$ cat src/rtl/pipe_stall_ctrl_pkg.sv
// pipe_stall_ctrl_pkg
//   Shared constants for the pipeline hazard controller: default stall bus
//   width, stage index constants and the flush sequencer state encoding.
//   STALL_BUS_W may be predefined by the build to change the default width.
`ifndef STALL_BUS_W
`define STALL_BUS_W 6
`endif

package pipe_stall_ctrl_pkg;

  localparam int DEF_STALL_BUS_W = `STALL_BUS_W;

  localparam int STG_PC  = 0;
  localparam int STG_IF  = 1;
  localparam int STG_ID  = 2;
  localparam int STG_EX  = 3;
  localparam int STG_MEM = 4;
  localparam int STG_WB  = 5;

  typedef enum logic {
    ST_IDLE  = 1'b0,
    ST_FLUSH = 1'b1
  } flush_state_e;

endpackage

$ cat src/rtl/pipe_stall_ctrl_if.sv
// pipe_stall_ctrl_if
//   Bundles the request and control signals between the pipeline stages and
//   the hazard controller.
//   master : pipeline side -- drives stall_req, ld_use_req, flush_req, flush_pc;
//            receives stall, flush, new_pc, hold_busy, stall_timeout.
//   slave  : controller side (opposite directions).
//   With CTRL_PERF_EN defined, perf_stall_cyc / perf_flush_cnt are added.
interface pipe_stall_ctrl_if
  import pipe_stall_ctrl_pkg::*;
#(
  parameter int N_STAGES = DEF_STALL_BUS_W,
  parameter int PC_W     = 32
) ();

  logic [N_STAGES-1:0] stall_req;
  logic                ld_use_req;
  logic                flush_req;
  logic [PC_W-1:0]     flush_pc;
  logic [N_STAGES-1:0] stall;
  logic                flush;
  logic [PC_W-1:0]     new_pc;
  logic                hold_busy;
  logic                stall_timeout;
`ifdef CTRL_PERF_EN
  logic [31:0]         perf_stall_cyc;
  logic [31:0]         perf_flush_cnt;
`endif

  modport master (
    output stall_req, ld_use_req, flush_req, flush_pc,
`ifdef CTRL_PERF_EN
    input  perf_stall_cyc, perf_flush_cnt,
`endif
    input  stall, flush, new_pc, hold_busy, stall_timeout
  );

  modport slave (
    input  stall_req, ld_use_req, flush_req, flush_pc,
`ifdef CTRL_PERF_EN
    output perf_stall_cyc, perf_flush_cnt,
`endif
    output stall, flush, new_pc, hold_busy, stall_timeout
  );

endinterface

$ cat src/rtl/pipe_stall_ctrl_thermo_enc.sv
// stall_thermo_enc
//   Combinational highest-set-bit to thermometer encoder. Every stage at or
//   below the most downstream requester is held, so no stage overruns a
//   stalled successor.
//   req   : per-stage request vector
//   therm : therm[i] = OR of req[N_STAGES-1:i]
module stall_thermo_enc #(
  parameter int N_STAGES = 6
) (
  input  logic [N_STAGES-1:0] req,
  output logic [N_STAGES-1:0] therm
);

  logic acc;

  always_comb begin
    acc   = 1'b0;
    therm = '0;
    for (int i = N_STAGES - 1; i >= 0; i--) begin
      acc      = acc | req[i];
      therm[i] = acc;
    end
  end

endmodule

$ cat src/rtl/pipe_stall_ctrl.sv
// pipe_stall_ctrl
//   Pipeline hazard controller: merges stall requests and a stretched
//   load-use hold into a thermometer stall bus, sequences one-cycle
//   flush/redirect events, and raises a sticky watchdog when stage 0 stays
//   stalled for STALL_TIMEOUT cycles (STALL_TIMEOUT=0 disables it).
//   Ports: clk, rst (synchronous, active-high), bus (pipe_stall_ctrl_if.slave).
//   Optional: CTRL_PERF_EN adds stall-cycle and flush-count perf counters.
module pipe_stall_ctrl
  import pipe_stall_ctrl_pkg::*;
#(
  parameter int N_STAGES      = DEF_STALL_BUS_W,
  parameter int PC_W          = 32,
  parameter int LD_STAGE      = STG_ID,
  parameter int LD_HOLD       = 1,
  parameter int STALL_TIMEOUT = 1024
) (
  input  logic              clk,
  input  logic              rst,
  pipe_stall_ctrl_if.slave  bus
);

  localparam bit            TO_EN      = (STALL_TIMEOUT > 0);
  localparam int            TO_W       = TO_EN ? $clog2(STALL_TIMEOUT + 1) : 1;
  localparam logic [TO_W-1:0] TO_MAX   = TO_W'(STALL_TIMEOUT);
  localparam logic [3:0]    HOLD_RELOAD = 4'(LD_HOLD - 1);

  function automatic logic [TO_W-1:0] sat_inc(input logic [TO_W-1:0] v);
    return (v == TO_MAX) ? v : v + 1'b1;
  endfunction

  flush_state_e        state_q, state_d;
  logic [PC_W-1:0]     new_pc_q, new_pc_d;
  logic [3:0]          hold_q, hold_d;
  logic [TO_W-1:0]     to_cnt_q, to_cnt_d;
  logic                timeout_q, timeout_d;
  logic                flushing;
  logic [N_STAGES-1:0] hold_vec;
  logic [N_STAGES-1:0] eff;
  logic [N_STAGES-1:0] therm;
  logic [N_STAGES-1:0] stall;

  assign flushing = (state_q == ST_FLUSH);

  // Request merge: the load-use hold covers the request cycle itself, so the
  // live pulse is ORed in alongside the counter.
  always_comb begin
    hold_vec = '0;
    if (!rst && !flushing && ((hold_q != 4'd0) || bus.ld_use_req))
      hold_vec[LD_STAGE] = 1'b1;
    eff = bus.stall_req | hold_vec;
  end

  stall_thermo_enc #(.N_STAGES(N_STAGES)) u_enc (
    .req   (eff),
    .therm (therm)
  );

  // A flush cycle lets every stage load its bubble, so it wins over stalls.
  assign stall = (rst || flushing) ? '0 : therm;

  always_comb begin
    state_d  = state_q;
    new_pc_d = new_pc_q;
    case (state_q)
      ST_IDLE: begin
        if (bus.flush_req) begin
          state_d  = ST_FLUSH;
          new_pc_d = bus.flush_pc;
        end
      end
      ST_FLUSH: begin
        if (bus.flush_req) begin
          state_d  = ST_FLUSH;
          new_pc_d = bus.flush_pc;
        end else begin
          state_d  = ST_IDLE;
        end
      end
      default: state_d = ST_IDLE;
    endcase
  end

  // Reload rather than accumulate on overlapping load-use pulses.
  always_comb begin
    hold_d = hold_q;
    if (flushing)
      hold_d = 4'd0;
    else if (bus.ld_use_req)
      hold_d = HOLD_RELOAD;
    else if (hold_q != 4'd0)
      hold_d = hold_q - 4'd1;
  end

  always_comb begin
    to_cnt_d  = '0;
    timeout_d = 1'b0;
    if (TO_EN) begin
      to_cnt_d  = stall[STG_PC] ? sat_inc(to_cnt_q) : '0;
      timeout_d = timeout_q | (to_cnt_q == TO_MAX);
    end
  end

  always_ff @(posedge clk) begin
    if (rst) begin
      state_q   <= ST_IDLE;
      new_pc_q  <= '0;
      hold_q    <= 4'd0;
      to_cnt_q  <= '0;
      timeout_q <= 1'b0;
    end else begin
      state_q   <= state_d;
      new_pc_q  <= new_pc_d;
      hold_q    <= hold_d;
      to_cnt_q  <= to_cnt_d;
      timeout_q <= timeout_d;
    end
  end

  assign bus.stall         = stall;
  assign bus.flush         = flushing;
  assign bus.new_pc        = new_pc_q;
  assign bus.hold_busy     = (hold_q != 4'd0);
  assign bus.stall_timeout = timeout_q;

`ifdef CTRL_PERF_EN
  logic [31:0] perf_stall_q, perf_stall_d;
  logic [31:0] perf_flush_q, perf_flush_d;

  always_comb begin
    perf_stall_d = perf_stall_q + {31'd0, stall[STG_PC]};
    perf_flush_d = perf_flush_q + {31'd0, flushing};
  end

  always_ff @(posedge clk) begin
    if (rst) begin
      perf_stall_q <= '0;
      perf_flush_q <= '0;
    end else begin
      perf_stall_q <= perf_stall_d;
      perf_flush_q <= perf_flush_d;
    end
  end

  assign bus.perf_stall_cyc = perf_stall_q;
  assign bus.perf_flush_cnt = perf_flush_q;
`endif

endmodule

$ cat src/flat_wrapper.sv
// flat-port wrapper written by rule: the top's interface ports become plain ports
module pipe_stall_ctrl_flat import pipe_stall_ctrl_pkg::*;
#(
  parameter int N_STAGES      = DEF_STALL_BUS_W,
  parameter int PC_W          = 32,
  parameter int LD_STAGE      = STG_ID,
  parameter int LD_HOLD       = 1,
  parameter int STALL_TIMEOUT = 1024
)
  (clk, rst, bus_stall_req, bus_ld_use_req, bus_flush_req, bus_flush_pc, bus_stall, bus_flush, bus_new_pc, bus_hold_busy, bus_stall_timeout);
  pipe_stall_ctrl_if #(.N_STAGES(N_STAGES), .PC_W(PC_W)) bus_i ();
  input  logic clk;
  input  logic rst;
  input wire logic [$bits(bus_i.stall_req)-1:0] bus_stall_req;
  input wire logic [$bits(bus_i.ld_use_req)-1:0] bus_ld_use_req;
  input wire logic [$bits(bus_i.flush_req)-1:0] bus_flush_req;
  input wire logic [$bits(bus_i.flush_pc)-1:0] bus_flush_pc;
  output wire logic [$bits(bus_i.stall)-1:0] bus_stall;
  output wire logic [$bits(bus_i.flush)-1:0] bus_flush;
  output wire logic [$bits(bus_i.new_pc)-1:0] bus_new_pc;
  output wire logic [$bits(bus_i.hold_busy)-1:0] bus_hold_busy;
  output wire logic [$bits(bus_i.stall_timeout)-1:0] bus_stall_timeout;
  assign bus_i.stall_req = bus_stall_req;
  assign bus_i.ld_use_req = bus_ld_use_req;
  assign bus_i.flush_req = bus_flush_req;
  assign bus_i.flush_pc = bus_flush_pc;
  assign bus_stall = bus_i.stall;
  assign bus_flush = bus_i.flush;
  assign bus_new_pc = bus_i.new_pc;
  assign bus_hold_busy = bus_i.hold_busy;
  assign bus_stall_timeout = bus_i.stall_timeout;
  pipe_stall_ctrl #(.N_STAGES(N_STAGES), .PC_W(PC_W), .LD_STAGE(LD_STAGE), .LD_HOLD(LD_HOLD), .STALL_TIMEOUT(STALL_TIMEOUT)) u_core (.clk(clk), .rst(rst), .bus(bus_i));
endmodule
$ cat config.mk
export PLATFORM = sky130hd
export DESIGN_NAME = pipe_stall_ctrl_flat
export DESIGN_NICKNAME = d
export VERILOG_FILES = /design/src/rtl/pipe_stall_ctrl_pkg.sv /design/src/rtl/pipe_stall_ctrl_if.sv /design/src/rtl/pipe_stall_ctrl_thermo_enc.sv /design/src/rtl/pipe_stall_ctrl.sv /design/src/flat_wrapper.sv
export SDC_FILE = /design/constraint.sdc
export NUM_CORES = 1
export LEC_CHECK = 0
export BUFFER_PORTS_ARGS = -buffer_cell sky130_fd_sc_hd__buf_2
export CORE_ASPECT_RATIO = 1.75
export CORE_MARGIN = 5
export CORE_UTILIZATION = 42
export DETAILED_ROUTE_END_ITERATION = 16
export GPL_ROUTABILITY_DRIVEN = 0
export PLACE_DENSITY = 0.73
export SLEW_MARGIN = 30
export SYNTH_ARGS = -nofsm -noshare
export SYNTH_HDL_FRONTEND = slang
export SYNTH_SLANG_ARGS = --single-unit
$ cat constraint.sdc
create_clock -name clk -period 1.6 [get_ports clk]
set_input_delay 0 -clock clk [delete_from_list [all_inputs] [get_ports clk]]
set_output_delay 0 -clock clk [all_outputs]
set_load 0.02 [all_outputs]
==> metrics.yaml, run 1 <==
final_net_count: 381
yosys_warnings: 0
fmax_ghz: 0.577
rsz_0062_raised_after_global_routing: "true"
p_total_mw: 2.45
gr_busiest_metal: "met2"
seq_area_frac_synth_pct: 49.2
grt_antenna_before_repair: 0
finalCriticalPeriod_ns: 1.73
period_share_pct: 108
die_x_um: 62.1
grt_first_pass_wirelength_um: 8710
violations: "setup timing"
min_from: "rst"
initial_utilization_pct: 42.7
filler_cell_count: 356
post_drt_via_cell_ratio: 4.94
gr-usage-met3_pct: 2.93
skew_ns: 0.00891
yosys-top-cells-area: "sky130_fd_sc_hd__dfxtp_1 (49%), sky130_fd_sc_hd__mux2i_1 (16%), sky130_fd_sc_hd__nor2_1 (8.1%)"
cell_count_after_placement: 343
cts_buffers: 5
use_met2_pct: 32.8
finalWorstSetupSlack_ns: -0.133
drc_errors_left: 0
layout.cells.most_common: "sky130_fd_sc_hd__buf_2"
synth_fp_nets: 251
setup.worst_path.end_class: "primary output"
grt_max_degree: 35
finalHoldWorstSlack_ns: 0.0789
clock_tree_from_tritoncts: "done"
worst-path-max-fanout: 2
critical_path_class: "reg2out"
max_slew.worst_pin.slew_ns: 0.376
hold_path_depth: 3
synth.lib_cells_used.distinct: 33
route.final.wire_length_um: 5100
worst_r2r_src: "u_core.hold_q[0]"
clock_insertion_delay_worst_skew_ns: 0.29
synthDominantAreaCellType: "sky130_fd_sc_hd__dfxtp_1"
first_global_vias: 2084
stdcell_count: 387
clk_path_buf_depth: 2
worstSetupStartpointType: "flip-flop"
postSynthCellCount: 205
worst-endpoint-arrival_ns: 1.73
ant_nets: 0
cts_num_sinks: 49
post_synth_instance_area_sq_um: 1990
required_ns: 1.60
use_met1_pct: 17.8
netlist.area_leader.share_pct: 49.2
fin_tns_setup_ns: -0.974
detail_route.iter0.violations: 36
wl_per_cell_um: 13.2
insertedDiodeCount: 0
dp.final_hpwl_um: 3440
leakage_dissipation_nw: 1.46
irDropWorstVdd_uv: 653
setup_viol_count_final: 17
fp.dieArea_sq_um: 6280
clk_pin_slew_worst_paths_ns: 0.09
area_occupied_by_multi_input_gates_sq_um: 1010
area.sequential_sq_um: 983
final-max-slew-violation-count: 0
r2r_end: "u_core.to_cnt_q[10]"
post_placement_worst_setup_slack_ns: -0.0630
place.port_buffers: 82
first_pass_iters: 4
worst_hold_path_type: "in2reg"
status: "complete, but fails checks"
chipHeight_um: 101
design.core.area_sq_um: 4670
avgSynthCellArea_sq_um: 9.73
io_pins: 83
fp-row-count: 33
postSynthRegisterBits: 49
groute.usage.overall_pct: 18.0
power_density_nw_per_um2: 793
worst-r2r-setup-slack_ns: -0.06
clock_tree.root_cell: "sky130_fd_sc_hd__clkbuf_8"
grt-ovfl-total: 0
layout-drive-gt1-share_pct: 39.1
r2r_cells: 7
worst_slew_margin_rel_pct: 74.8
h-tree-depth: 2
flow.area_growth_from_synthesis_pct: 55.0
final-hold-violation-count: 0
vias: 1912
maxCapViolCount: 0
timing.hold.worst_endpoint: "u_core.hold_q[1]"
final_cell_mix: "sky130_fd_sc_hd__buf_2 (79), sky130_fd_sc_hd__dfxtp_1 (47), sky130_fd_sc_hd__nor2_1 (43), sky130_fd_sc_hd__dlygate4sd3_1 (33), sky130_fd_sc_hd__mux2i_1 (32)"
## critical path, cell delays in order (launching register included)
cell	delay, ns
sky130_fd_sc_hd__dfxtp_2	0.34
sky130_fd_sc_hd__inv_2	0.08
sky130_fd_sc_hd__ha_4	0.13
sky130_fd_sc_hd__or3b_4	0.40
sky130_fd_sc_hd__buf_6	0.14
sky130_fd_sc_hd__nor3_4	0.13
sky130_fd_sc_hd__a21oi_2	0.07
sky130_fd_sc_hd__buf_4	0.16
## final cells by class
cell class | count | area share (%)
multi-input combinational | 138 | 32.8
sequential | 49 | 31.8
timing repair buffer | 133 | 29.6
clock buffer | 5 | 2.23
tap | 52 | 2.11
inverter | 8 | 0.972
clock inverter | 2 | 0.526
## sequential cells by signal, indices dropped and copies added, names as in the netlist
name and cells:
u_core.bus.flush 1, u_core.bus.new_pc 32, u_core.bus.stall_timeout 1, u_core.hold_q 4, u_core.to_cnt_q 11
## report_power, final
part | switching [mW] | internal [mW]
registers | 0.0289 | 1.27
logic | 0.229 | 0.225
clock network | 0.391 | 0.302
total | 0.650 | 1.80
## worst max-delay path by stage
stage / slack (ns) / endpoint / cells after the start / startpoint
after floorplan: 0.02 / u_core.to_cnt_q[6] / 7 / u_core.hold_q[0]
after global placement: 0.03 / bus_stall[1] / 7 / u_core.hold_q[0]
after detailed placement: -0.06 / u_core.hold_q[1] / 5 / u_core.hold_q[0]
after CTS: -0.12 / bus_stall[1] / 7 / u_core.hold_q[0]
after global routing: -0.18 / bus_stall[1] / 7 / u_core.hold_q[0]
final: -0.13 / bus_stall[1] / 7 / u_core.hold_q[0]
## synth_stat cells, drive strengths merged
cell type,number
a2111oi,1
ha,4
a21oi,9
xnor2,3
nor2b,1
nor2,43
nand2,4
xor2,2
nor4b,2
buf,5
and2,2
nor3,3
o31a,1
nor4,1
clkbuf,5
o21ba,1
a31o,2
dfxtp,49
or3b,1
inv,8
o21ai,4
or3,5
or2,3
o31ai,1
a31oi,1
nand3b,1
nand3,5
or4,1
a311o,1
o41ai,1
nand4,3
mux2i,32
## routing by layer
layer | part of all wire, % | vias up | wire, um
met1 | 36 | 869 | 1840
met5 | 0 | - | 0
li1 | - | 961 | -
met4 | 4.5 | 0 | 227
met2 | 55 | 61 | 2790
met3 | 4.8 | 21 | 245
## cells by family (layout without fill, tap and decap cells)
group / count (synthesis) / after routing / share of synthesized area, %
buffers and inverters: 18 / 148 / 4.33
muxes: 32 / 32 / 16.1
xor gates and xnor gates: 5 / 5 / 2.20
adders and majority gates: 4 / 4 / 2.51
AOI/OAI and AO/OA: 22 / 22 / 8.09
DFF: 49 / 49 / 49.2
and+or+nand+nor: 75 / 75 / 17.6
## per-stage QoR
stage	utilization, %	cell area, sq um
global placement	54.3	2530
CTS	65.9	3080
finish	66.2	3090
global route	66.2	3090
floorplan	-	1990
detailed placement	54.3	2530
## what timing repair did
item / in CTS / in global routing
hold buffers: 33 / 0
pin swaps: 3 / 2
resized for setup: 27 / 3
endpoints found under the setup margin: 14 / 17
buffers inserted: 4 / 0
hold endpoints to repair: 34 / 0
Power figures use the tool's default switching activity.
==> inputs of run 2 (changes only) <==
--- a/config.mk
+++ b/config.mk
@@ -11,6 +11,7 @@
 export CORE_UTILIZATION = 42
 export DETAILED_ROUTE_END_ITERATION = 16
 export GPL_ROUTABILITY_DRIVEN = 0
+export MAX_ROUTING_LAYER = met4
 export PLACE_DENSITY = 0.73
 export SLEW_MARGIN = 30
 export SYNTH_ARGS = -nofsm -noshare
==> metrics.yaml, run 2 (synthesized netlist as in run 1, its figures left out) <==
grt_first_pass_wirelength_um: 8690
setup.worst_path.end_class: "primary output"
internal_power_mw: 1.80
cell_count_after_placement: 343
switchingPower_uw: 651
detail_route.iter0.violations: 33
final_net_count: 381
clk_path_buf_depth: 2
area.sequential_sq_um: 983
critical_path_class: "reg2out"
postLayoutCellArea_sq_um: 3090
clk_pin_slew_worst_paths_ns: 0.09
route.final.wire_length_um: 5110
place.port_buffers: 82
final-max-slew-violation-count: 0
groute.usage.overall_pct: 18.5
comb_power_share_pct: 18.6
clock_tree.root_cell: "sky130_fd_sc_hd__clkbuf_8"
worst_hold_path_type: "in2reg"
final_cell_mix: "sky130_fd_sc_hd__buf_2 (79), sky130_fd_sc_hd__dfxtp_1 (47), sky130_fd_sc_hd__nor2_1 (43), sky130_fd_sc_hd__dlygate4sd3_1 (33), sky130_fd_sc_hd__mux2i_1 (32)"
clock_insertion_delay_worst_skew_ns: 0.29
ant_nets: 0
design.core.area_sq_um: 4670
leakage_dissipation_nw: 1.46
finalHoldWorstSlack_ns: 0.0794
final-hold-violation-count: 0
layout-drive-gt1-share_pct: 39.1
detailed_place.area_sq_um: 2530
period_share_pct: 108
timing.critical_path.buf_inv: 3
grt-ovfl-total: 0
die_x_um: 62.1
power_density_nw_per_um2: 793
first_global_vias: 2077
setup_viol_count_final: 17
wl_per_cell_um: 13.2
fp-row-count: 33
crit_path_cell_trace: "inv_2 -> ha_4 -> or3b_4 -> buf_6 -> nor3_4 -> a21oi_2 -> buf_4"
worst-endpoint-arrival_ns: 1.73
number_of_flip_flops_under_the_largest_register_name: 32
insertedDiodeCount: 0
rsz_0062_raised_after_global_routing: "true"
violations: "setup timing"
max_slew.worst_pin.slew_ns: 0.377
stdcell_count: 387
clock_tree_from_tritoncts: "done"
initial_utilization_pct: 42.7
io_pins: 83
cts_buffers: 5
area_occupied_by_multi_input_gates_sq_um: 1010
power.share.sequential_pct: 53.1
worst_path_largest_cell_delay_ns: 0.40
clock_share_of_power_pct: 28.3
switching_share_pct: 26.6
cts_num_sinks: 49
maxCapViolCount: 0
layout.cells.most_common: "sky130_fd_sc_hd__buf_2"
finalWorstSetupSlack_ns: -0.133
finalCriticalPeriod_ns: 1.73
worst-path-max-fanout: 2
fp.dieArea_sq_um: 6280
post_placement_worst_setup_slack_ns: -0.0630
chipHeight_um: 101
h-tree-depth: 2
worstSetupStartpointType: "flip-flop"
vias: 1914
flow.area_growth_from_synthesis_pct: 55.0
drc_errors_left: 0
critical-path-top-delay-family: "simple AND/OR/NAND/NOR gates"
dp.final_hpwl_um: 3440
filler_cell_count: 356
required_ns: 1.60
fmax_ghz: 0.577
first_pass_iters: 4
worst_slew_margin_rel_pct: 74.8
worst_path_max_delay_cell: "sky130_fd_sc_hd__or3b_4"
post_drt_via_cell_ratio: 4.95
grt_max_degree: 35
skew_ns: 0.00851
grt_antenna_before_repair: 0
irDropWorstVdd_uv: 654
status: "complete, but fails checks"
## run 2: cell counts in the layout (fill, tap and decap cells not counted)
No cell type changed its count.
## run 2: cell type report
class / instances / share of cell area [%]
inverters: 8 / 0.972
clock inverters: 2 / 0.526
well taps: 52 / 2.11
flip-flops and latches: 49 / 31.8
multi-input cells: 138 / 32.8
repair buffers: 133 / 29.6
clock buffers: 5 / 2.23
## run 2: worst paths after layout
kind,cells after the start,slack [ns],end,startpoint
worst min-delay path,3,0.08,u_core.hold_q[1],rst
worst max register to register,7,-0.06,u_core.to_cnt_q[10],u_core.hold_q[0]
worst max-delay path,7,-0.13,bus_stall[1],u_core.hold_q[0]
worst min register to register,2,0.48,u_core.bus.stall_timeout,u_core.bus.stall_timeout
## run 2: power groups by stage
| stage | logic, mW | clock network, mW | registers, mW |
|---|---|---|---|
| 2_1_floorplan | 0.160 | 0 | 1.39 |
| 3_3_place_gp | 0.366 | 0 | 1.33 |
| 3_5_place_dp | 0.371 | 0 | 1.33 |
| 4_1_cts | 0.452 | 0.736 | 1.30 |
| 5_1_grt | 0.496 | 0.766 | 1.31 |
| 6_report | 0.455 | 0.694 | 1.30 |
## run 2: stage by stage
stage	power [mW]	setup TNS [ns]	util, %
final	2.45	-0.962	66.2
after global routing	2.57	-2.11	66.2
after CTS	2.49	-0.605	65.9
after detailed placement	1.70	-0.197	54.3
after global placement	1.69	0	54.3
after floorplan	1.55	0	-
## run 2: metal layers
layer  track usage, %  vias to the layer above  part of all wire, %
li1                 -                      964                    -
met1             17.9                      867                   37
met2             32.7                       61                   54
met3             2.81                       22                  4.7
met4             10.8                        0                  4.3
met5                -                        -                    0
## run 2: timing repair
action                                  CTS  global route
endpoints found under the setup margin   14            17
resized for setup                        27             3
hold buffers                             33             0
gates cloned                              0             0
endpoints found under the hold margin    34             0
pin swaps                                 3             2
buffers inserted                          4             0
## run 2: worst min-delay path: cells and delay by family
family          cells  cell delay, ns
simple gates        1            0.18
buf+inv             1            0.09
compound gates      1            0.07
